==> src/rtl/div_seq_pkg.sv <==
// Shared types and constants for the sequential radix-2 divider.
package div_seq_pkg;

  typedef enum logic [1:0] {
    StIdle = 2'd0,
    StCalc = 2'd1,
    StFix  = 2'd2,
    StDone = 2'd3
  } div_state_e;

  // Word width of the divw/remw forms.
  localparam int unsigned DivHalfW = 32;

endpackage

==> src/rtl/div_step.sv <==
// One restoring shift-subtract iteration on a {rem, quo} pair.
module div_step #(
  parameter int unsigned Width = 64
) (
  input  logic [Width-1:0] rem_i,
  input  logic [Width-1:0] quo_i,
  input  logic [Width-1:0] dsr_i,
  output logic [Width-1:0] rem_o,
  output logic [Width-1:0] quo_o
);

  // One extra bit: the shifted partial remainder can reach 2*divisor-1.
  logic [Width:0] shifted;

  assign shifted = {rem_i, quo_i[Width-1]};

  always_comb begin
    if (shifted >= {1'b0, dsr_i}) begin
      rem_o = shifted[Width-1:0] - dsr_i;
      quo_o = {quo_i[Width-2:0], 1'b1};
    end else begin
      rem_o = shifted[Width-1:0];
      quo_o = {quo_i[Width-2:0], 1'b0};
    end
  end

endmodule

==> src/rtl/div_seq.sv <==
// Multi-cycle signed/unsigned divider returning {remainder, quotient}.
// Define DIV_EARLY_OUT_EN to finish at once when |dividend| < |divisor|.
module div_seq
  import div_seq_pkg::*;
#(
  parameter int unsigned DIV_W = 64
) (
  input  logic               clk,
  input  logic               rst,
  input  logic               div_valid,
  input  logic               div_32,
  input  logic               div_signed,
  input  logic [DIV_W-1:0]   dividend,
  input  logic [DIV_W-1:0]   divisor,
  input  logic               flush,
  output logic               div_ready,
  output logic [2*DIV_W-1:0] div_result,
  output logic               div_busy
);

  localparam int unsigned CntW = $clog2(DIV_W + 1);

  div_state_e           state_q, state_d;
  logic [CntW-1:0]      cnt_q, cnt_d;
  logic [DIV_W-1:0]     rem_q, rem_d, quo_q, quo_d, dsr_q, dsr_d;
  logic                 qneg_q, qneg_d, rneg_q, rneg_d, w32_q, w32_d;
  logic [2*DIV_W-1:0]   res_q, res_d;

  logic [DIV_W-1:0]     a_ext, b_ext, a_mag, b_mag, min_neg;
  logic [DIV_W-1:0]     step_rem, step_quo;
  logic                 a_neg, b_neg, div_zero, ovf, early, accept;

  // Narrow results are always sign-extended from bit 31.
  function automatic logic [DIV_W-1:0] fit(input logic w32, input logic [DIV_W-1:0] v);
    return w32 ? {{(DIV_W-DivHalfW){v[DivHalfW-1]}}, v[DivHalfW-1:0]} : v;
  endfunction

  always_comb begin
    a_ext   = dividend;
    b_ext   = divisor;
    min_neg = {1'b1, {(DIV_W-1){1'b0}}};
    if (div_32) begin
      a_ext   = {{(DIV_W-DivHalfW){div_signed & dividend[DivHalfW-1]}},
                 dividend[DivHalfW-1:0]};
      b_ext   = {{(DIV_W-DivHalfW){div_signed & divisor[DivHalfW-1]}},
                 divisor[DivHalfW-1:0]};
      min_neg = {{(DIV_W-DivHalfW+1){1'b1}}, {(DivHalfW-1){1'b0}}};
    end
    a_neg    = div_signed & a_ext[DIV_W-1];
    b_neg    = div_signed & b_ext[DIV_W-1];
    a_mag    = a_neg ? -a_ext : a_ext;
    b_mag    = b_neg ? -b_ext : b_ext;
    div_zero = (b_ext == '0);
    ovf      = div_signed & (a_ext == min_neg) & (b_ext == '1);
`ifdef DIV_EARLY_OUT_EN
    early    = ~div_zero & (a_mag < b_mag);
`else
    early    = 1'b0;
`endif
    accept   = div_valid & ~flush;
  end

  div_step #(
    .Width (DIV_W)
  ) u_div_step (
    .rem_i (rem_q),
    .quo_i (quo_q),
    .dsr_i (dsr_q),
    .rem_o (step_rem),
    .quo_o (step_quo)
  );

  always_ff @(posedge clk or negedge rst) begin
    if (!rst) begin
      state_q <= StIdle;
      cnt_q   <= '0;
      rem_q   <= '0;
      quo_q   <= '0;
      dsr_q   <= '0;
      qneg_q  <= 1'b0;
      rneg_q  <= 1'b0;
      w32_q   <= 1'b0;
      res_q   <= '0;
    end else begin
      state_q <= state_d;
      cnt_q   <= cnt_d;
      rem_q   <= rem_d;
      quo_q   <= quo_d;
      dsr_q   <= dsr_d;
      qneg_q  <= qneg_d;
      rneg_q  <= rneg_d;
      w32_q   <= w32_d;
      res_q   <= res_d;
    end
  end

  always_comb begin
    state_d = state_q;
    case (state_q)
      StIdle: if (accept) state_d = (div_zero | ovf | early) ? StDone : StCalc;
      StCalc: if (cnt_q == CntW'(1)) state_d = StFix;
      StFix:  state_d = StDone;
      StDone: state_d = StIdle;
      default: state_d = StIdle;
    endcase
    if (flush) state_d = StIdle;
  end

  always_comb begin
    cnt_d  = cnt_q;
    rem_d  = rem_q;
    quo_d  = quo_q;
    dsr_d  = dsr_q;
    qneg_d = qneg_q;
    rneg_d = rneg_q;
    w32_d  = w32_q;
    res_d  = res_q;
    case (state_q)
      StIdle: begin
        if (accept) begin
          // Narrow dividends sit in the top half so N shifts drain them fully.
          rem_d  = '0;
          quo_d  = div_32 ? (a_mag << DivHalfW) : a_mag;
          dsr_d  = b_mag;
          cnt_d  = div_32 ? CntW'(DivHalfW) : CntW'(DIV_W);
          qneg_d = a_neg ^ b_neg;
          rneg_d = a_neg;
          w32_d  = div_32;
          if (div_zero)   res_d = {fit(div_32, a_ext), {DIV_W{1'b1}}};
          else if (ovf)   res_d = {{DIV_W{1'b0}}, a_ext};
          else if (early) res_d = {fit(div_32, a_ext), {DIV_W{1'b0}}};
        end
      end
      StCalc: begin
        rem_d = step_rem;
        quo_d = step_quo;
        cnt_d = cnt_q - CntW'(1);
      end
      StFix: begin
        if (!flush) begin
          res_d = {fit(w32_q, rneg_q ? -rem_q : rem_q), fit(w32_q, qneg_q ? -quo_q : quo_q)};
        end
      end
      default: ;
    endcase
  end

  always_comb begin
    div_ready  = (state_q == StDone);
    div_busy   = (state_q != StIdle);
    div_result = res_q;
  end

endmodule

==> config.mk <==
export PLATFORM = sky130hd
export DESIGN_NAME = div_seq
export DESIGN_NICKNAME = d
export VERILOG_FILES = /design/src/rtl/div_seq_pkg.sv /design/src/rtl/div_step.sv /design/src/rtl/div_seq.sv
export SDC_FILE = /design/constraint.sdc
export NUM_CORES = 1
export LEC_CHECK = 0
export BUFFER_PORTS_ARGS = -buffer_cell sky130_fd_sc_hd__buf_2
export CAP_MARGIN = 20
export CORE_MARGIN = 2
export CORE_UTILIZATION = 47
export DETAILED_ROUTE_END_ITERATION = 16
export PLACE_DENSITY = 0.68
export REMOVE_ABC_BUFFERS = 1
export SYNTH_ARGS = -nofsm -noshare
export SYNTH_HDL_FRONTEND = slang
export SYNTH_HIERARCHICAL = 1
export SYNTH_SLANG_ARGS = --single-unit
export TNS_END_PERCENT = 10
==> constraint.sdc <==
create_clock -name clk -period 3.1 [get_ports clk]
set_input_delay 0.465 -clock clk [delete_from_list [all_inputs] [get_ports clk]]
set_output_delay 0.465 -clock clk [all_outputs]
set_load 0.01 [all_outputs]
### After elaboration in Yosys (flattened, before gate mapping)

Cells that the tools add are included.

| storage, ports and cells | value |
|---|---|
| register bits after elaboration | 332 |
| bits of input ports | 134 |
| output and inout port bits | 130 |
| logic and storage cells | 76 |

| operators by class | value |
|---|---|
| add/subtract/negate cells | 6 |
| order comparisons | 1 |
| eq/ne operators | 11 |
| muxes and demuxes | 30 |
| bitwise operators | 10 |
| reduce and logical (&&, ||, !) cells | 9 |

Operator list:

| cell | count |
|---|---|
| $mux W64 | 13 |
| $mux W128 | 4 |
| $neg A64 Y64 | 4 |
| $pmux W128 S2 | 1 |
| $pmux W64 S2 | 2 |
| $ge A65 B64 Y1 | 1 |
| $eq A64 B64 Y1 | 1 |
| $eq A64 B64 Y1 const B | 1 |
| $logic_not A64 Y1 | 1 |
| $sub A64 B64 Y64 | 1 |
| $mux W63 | 1 |
| $mux W7 | 2 |
| $pmux W7 S2 | 1 |
| $ne A3 B3 Y1 const B | 3 |
| $mux W2 | 4 |
| $pmux W2 S4 | 1 |
| $and A1 B1 Y1 | 7 |
| $eq A7 B1 Y1 const B | 1 |
| $sub A7 B1 Y7 const B | 1 |
| $reduce_and A2 Y1 | 3 |
| $reduce_bool A2 Y1 | 3 |
| $eq A2 B2 Y1 const B | 2 |
| $ne A2 B2 Y1 const B | 2 |
| $reduce_and A4 Y1 | 1 |
| other kinds (6) | 6 |

### Logic depth before layout (Yosys ltp)

| depth | value |
|---|---|
| word-level depth | 10 |
| gate-level depth with buffers | 18 |
| depth with buffers taken out | 14 |

### Hierarchy

The synthesis kept the hierarchy.

Modules (own cells, without submodules):

| module | instances | cells each | area an instance (µm²) | seq. area each (µm²) |
|---|---|---|---|---|
| div_seq | 1 | 2467 | 21038.9 | 8308.0 |
| div_step | 1 | 820 | 5265.0 | 0.0 |

### Worst setup path before layout

No wires, ideal clock.

| timing path | value |
|---|---|
| path kind | input -> register |
| from | input divisor[0] |
| to | register res_q[123] (netlist: div_result[123]) |
| setup time | 0.125 ns |
| arrival time | 3.215 ns |
| data required time | 2.975 ns |
| slack | -0.240 ns |
| stages | 10 |
| buffers on the path | 1 |
| cells stage by stage | inv_1 -> ha_1 -> or4b_1 -> or4_1 -> buf_2 -> or4_4 -> o21ai_2 -> a22o_4 -> and2b_1 -> mux2_2 |

| on the way | value |
|---|---|
| cells in the longest elaborated chain, start to end | 5 |
| elaborated cells on any way between the ends | 9 |
| classes of those cells | eq/ne (2); mux (4); bitwise (1); reduce/logical (2) |

Ends and longest elaborated chain:

| what | line | RTL |
|---|---|---|
| from (decl) | div_seq.sv:14 | `input logic [DIV_W-1:0] divisor,` |
| $mux W64 (*) | div_seq.sv:42 | `if (div_32) begin` |
| $eq A64 B64 Y1 / $logic_not A64 Y1 (equally long branches) | div_seq.sv:54, div_seq.sv:53 |  |
| $and A1 B1 Y1 / $mux W128 (equally long branches) | div_seq.sv:54, div_seq.sv:129 |  |
| $ne A3 B3 Y1 (no line) / $mux W128 (equally long branches) | n/a |  |
| $reduce_and A4 Y1 (no line) / $pmux W128 S2 (equally long branches) | n/a |  |
| to (signal assigned) | div_seq.sv:93 | `res_q <= res_d;` |
| to (decl) | div_seq.sv:27 | `logic [2*DIV_W-1:0] res_q, res_d;` |

Mark *: on every way between the ends. The rest lies on a longest branch, timed or not. The select of a mux whose other input is x is not followed.
A chain may end at the register's enable or synchronous reset.

### Worst setup path after layout

| timing path | value |
|---|---|
| from | register quo_q[63] |
| to | register rem_q[46] |

| on the way | value |
|---|---|
| cells in the longest elaborated chain, start to end | 3 |
| elaborated cells on any way between the ends | 4 |
| classes of those cells | add/sub (1); order compare (1); mux (2) |

Ends and longest elaborated chain:

| what | line | RTL |
|---|---|---|
| from (decl) | div_seq.sv:25 | `logic [DIV_W-1:0] rem_q, rem_d, quo_q, quo_d, dsr_q, dsr_d;` |
| from (signal assigned) | div_seq.sv:88 | `quo_q <= quo_d;` |
| $sub A64 B64 Y64 / $ge A65 B64 Y1 (equally long branches) | div_step.sv:19, div_step.sv:18 |  |
| $mux W64 (*) | div_step.sv:18 | `if (shifted >= {1'b0, dsr_i}) begin` |
| net step_rem[46] | div_seq.sv:30 | `logic [DIV_W-1:0] step_rem, step_quo;` |
| $pmux W64 S2 (*) | div_seq.sv:118 | `case (state_q)` |
| to (signal assigned) | div_seq.sv:87 | `rem_q <= rem_d;` |
| to (decl) | div_seq.sv:25 |  |

The timed path passes the listed nets; every way through them passes the cells marked *.

==> summary.md <==
| Metric | Value |
|---|---|
| Htree depth | `2` |
| Critical path arrival | `3.84 ns` |
| Routed WL | `98100 µm` |
| Share of the synthesized area in the top cell type | `31.6%` |
| Crit path buf inv count | `2` |
| Static leakage power | `14.9 nW` |
| DP Cell Count | `4489` |
| Worst vdd ir | `0.400 mV` |
| Crit path launch type | `register` |
| Clock period minus worst slack | `3.37 ns` |
| GRT Total Usage | `33.0%` |
| DR vias/cell | `6.02` |
| Antenna violations before repair | `1` |
| Maximum clock insertion buffer count | `3` |
| Asr flop ratio synth | `100%` |
| Area Growth Syn to Fin | `27.6%` |
| Die W | `241 µm` |
| Filler cells | `4949` |
| Hold WS | `0.146 ns` |
| Pwr dens | `792 nW/µm²` |
| Post-synth cell types | `106` |
| WL per Instance | `21.4 µm` |
| IO buf count | `263` |
| Synth top area cells | `dfrtp_1 (32%), o21ai_0 (6.5%), nand2_1 (5.3%)` |
| I/O Pins | `264` |
| Final ANT Viol Nets | `0` |
| Syn Area/Cell | `8.00 µm²` |
| Max stage delay on crit path | `0.45 ns` |
| Die footprint | `57900 µm²` |
| Nets | `4025` |
| Ys Warns | `6` |
| Cells after synthesis | `3287` |
| Setup slack after layout | `-0.269 ns` |
| Row cnt | `86` |
| CTS root buffer | `clkbuf_16` |
| DR vias | `27646` |
| Largest net degree at the start of global routing | `118` |
| Flop2flop setup slack | `-0.27 ns` |
| Largest delay contributor family on the critical path | `compound AO/OA/AOI/OAI gates` |
| CTS clk-pin slew, worst paths | `0.07 ns` |
| Final Max Tran Viols | `0` |
| Peak Freq | `0.297 GHz` |
| Critical path endpoint category | `register` |
| Clock Skews | `0.0314 ns` |
| Initial DRT Pass Iterations | `6` |
| Post-synth EDFFs | `0` |
| Yosys reg bits | `332` |
| TritonCTS clock tree | `built` |
| Synth Flop Type | `dfrtp_1` |
| Core area | `55200 µm²` |
| CTS Buf Count | `38` |
| Starting density of the core | `47.7%` |
| Detailed Route Iter0 Violations | `2776` |
| Fin cells | `4592` |
| Area leader, netlist | `dfrtp_1` |
| Max Cap Viol | `0` |
| Hold Violations, Final | `0` |
| Crit-path max FO | `3` |
| Final HPWL DP | `75400 µm` |
| Placer Congestion | `1.01` |
| Worst-path cell chain | `inv_2, ha_4, fa_2, nor2b_4, buf_4, o211ai_2, a31oi_2, o41a_1, a31o_1, a21o_1, or3_4, o21a_1, xnor2_1, mux2_4, a22o_1` |
| Vias in the first global route | `25930` |
| CP required | `3.57 ns` |
| CP max stage cell | `dfrtp_2` |
| Outcome | `finished with violations` |
| Layout Utilization | `60.8%` |
| Unrepaired setup endpoints after global routing | `true` |
| Gr ovfl total | `0` |
| # setup viols final | `86` |
| Fin crit share | `109%` |
| Worst relative slew slack | `37.2%` |
| Share of cells above drive strength 1 | `27.1%` |
| Kind of critical path | `register to register` |
| # diodes | `0` |
| Class of the worst hold path | `input port to register` |
| Drt drc | `0` |
| Worst-margin pin slew | `0.940 ns` |
| Chip height | `241 µm` |
| Post-synthesis sequential area ratio | `31.6%` |
| Synth Cell Area | `26300 µm²` |
| Failing checks | `setup timing` |
| Worst-Skew Late Latency | `0.59 ns` |
| Clock sink total | `332` |
| First-pass GRT wire length | `148000 µm` |
## cells in the final DEF (no fill, tap or decap), drive strengths merged, types with 39 or more instances in the layout
cell,netlist,final
a21oi,219,219
a221oi,43,43
a22o,75,75
buf,111,765
clkbuf,168,49
dfrtp,332,332
ha,75,75
inv,115,116
nand2,376,376
nand3,48,48
nor2,249,249
nor3,77,77
nor4,60,60
o21ai,395,395
o21bai,39,39
o31ai,75,75
o41ai,41,41
or3,42,42
or4,39,39
xnor2,154,154
xor2,133,133
## worst reg2reg max path: cells and delay by family, from the launching register on
kind	cells	cell delay, ns
buffers and inverters	2	0.23
adders and majority gates	2	0.36
DFF	1	0.45
AOI/OAI and AO/OA	7	1.45
muxes	1	0.25
and+or+nand+nor	2	0.40
xor gates and xnor gates	1	0.14
## cells in the mapped netlist, types with 9 or more instances
cell,instances
or3_1,41
a32o_1,21
buf_1,10
buf_4,65
o21a_1,9
o221ai_1,9
clkbuf_1,168
o21ai_0,342
ha_1,75
o31ai_1,72
o41ai_1,39
nor2b_1,15
nand2_1,374
mux2_2,10
a22oi_1,28
inv_1,112
or2_2,20
buf_2,29
nor3_1,75
and2_1,11
o22ai_1,14
nor4_1,57
nor2_1,248
nand2b_1,24
a31oi_1,26
a221oi_1,43
dfrtp_1,332
nand3_1,47
o211ai_1,11
o2bb2ai_1,18
o21ai_1,51
mux2_4,9
a22o_1,74
o21bai_1,39
xor2_1,133
xnor2_1,154
a21oi_1,217
and3_1,13
nand4_1,37
nor3b_1,10
a21o_1,30
or4_1,34
## timing repair
action,4_1_cts,5_1_grt
endpoints found under the hold margin,64,0
gates cloned,1,1
endpoints found under the setup margin,90,114
gates resized for setup,98,102
setup buffers,16,15
hold buffers,1,0
pin swaps,37,36
## per-layer routing
metal  track usage [%]  part of all wire (%)  routed length (µm)
met5                 0                     0                   0
met4              18.7                   6.3                6200
met3              4.40                   7.0                6870
met2              52.5                    45               44500
met1              43.4                    41               40600
## sequential cells by signal, summed over array words and instances, names as in the netlist, 2 cells and up
signal,cells
div_result,128
dsr_q,64
quo_q,64
rem_q,64
cnt_q,7
state_q,2
## stage by stage
stage / area, µm² / power, W / TNS (ns) / setup WS, ns
finish: 33600 / 0.0266 / -9.60 / -0.269
global route: 33600 / 0.0282 / -16.03 / -0.376
CTS: 33000 / 0.0259 / -2.26 / -0.197
detailed placement: 31000 / 0.0207 / -83.21 / -0.605
global placement: 31000 / 0.0205 / -73.48 / -0.542
floorplan: 24900 / 0.0149 / -826.43 / -4.11
## report_power, final
group	switching, W	leakage [nW]	internal, W
Sequential	0.00148	4.24	0.00577
Combinational	0.00841	10.1	0.00614
Clock	0.00200	0.641	0.00278
Total	0.0119	14.9	0.0147
## kinds of logic after synthesis
logic type,count (synthesis),share of synthesized area [%]
AOI/OAI and AO/OA,1132,28.1
DFF,332,31.6
buffers and inverters,395,6.96
and+or+nand+nor,1037,18.8
muxes,28,1.29
xor gates and xnor gates,287,9.56
adders and majority gates,76,3.64
## cell type report
cell class / instances / area [µm²] / share of cell area, %
Timing Repair Buffer: 767 / 5530 / 16.5
Inverter: 116 / 443 / 1.32
Clock buffer: 48 / 1060 / 3.16
Clock inverter: 21 / 241 / 0.720
Multi-Input combinational cell: 2560 / 17000 / 50.7
Sequential cell: 332 / 8330 / 24.8
Tap cell: 748 / 936 / 2.79
## final timing paths
kind                                start              end  cells after the start
setup / recovery                quo_q[63]        rem_q[46]                     15
setup reg to reg                quo_q[63]        rem_q[46]                     15
hold reg to reg            div_result[39]   div_result[39]                      2
hold / removal                      flush       state_q[0]                      2
min in group asynchronous             rst         rem_q[5]                      2
max in group asynchronous             rst  div_result[121]                      3
Power figures use the tool's default switching activity.
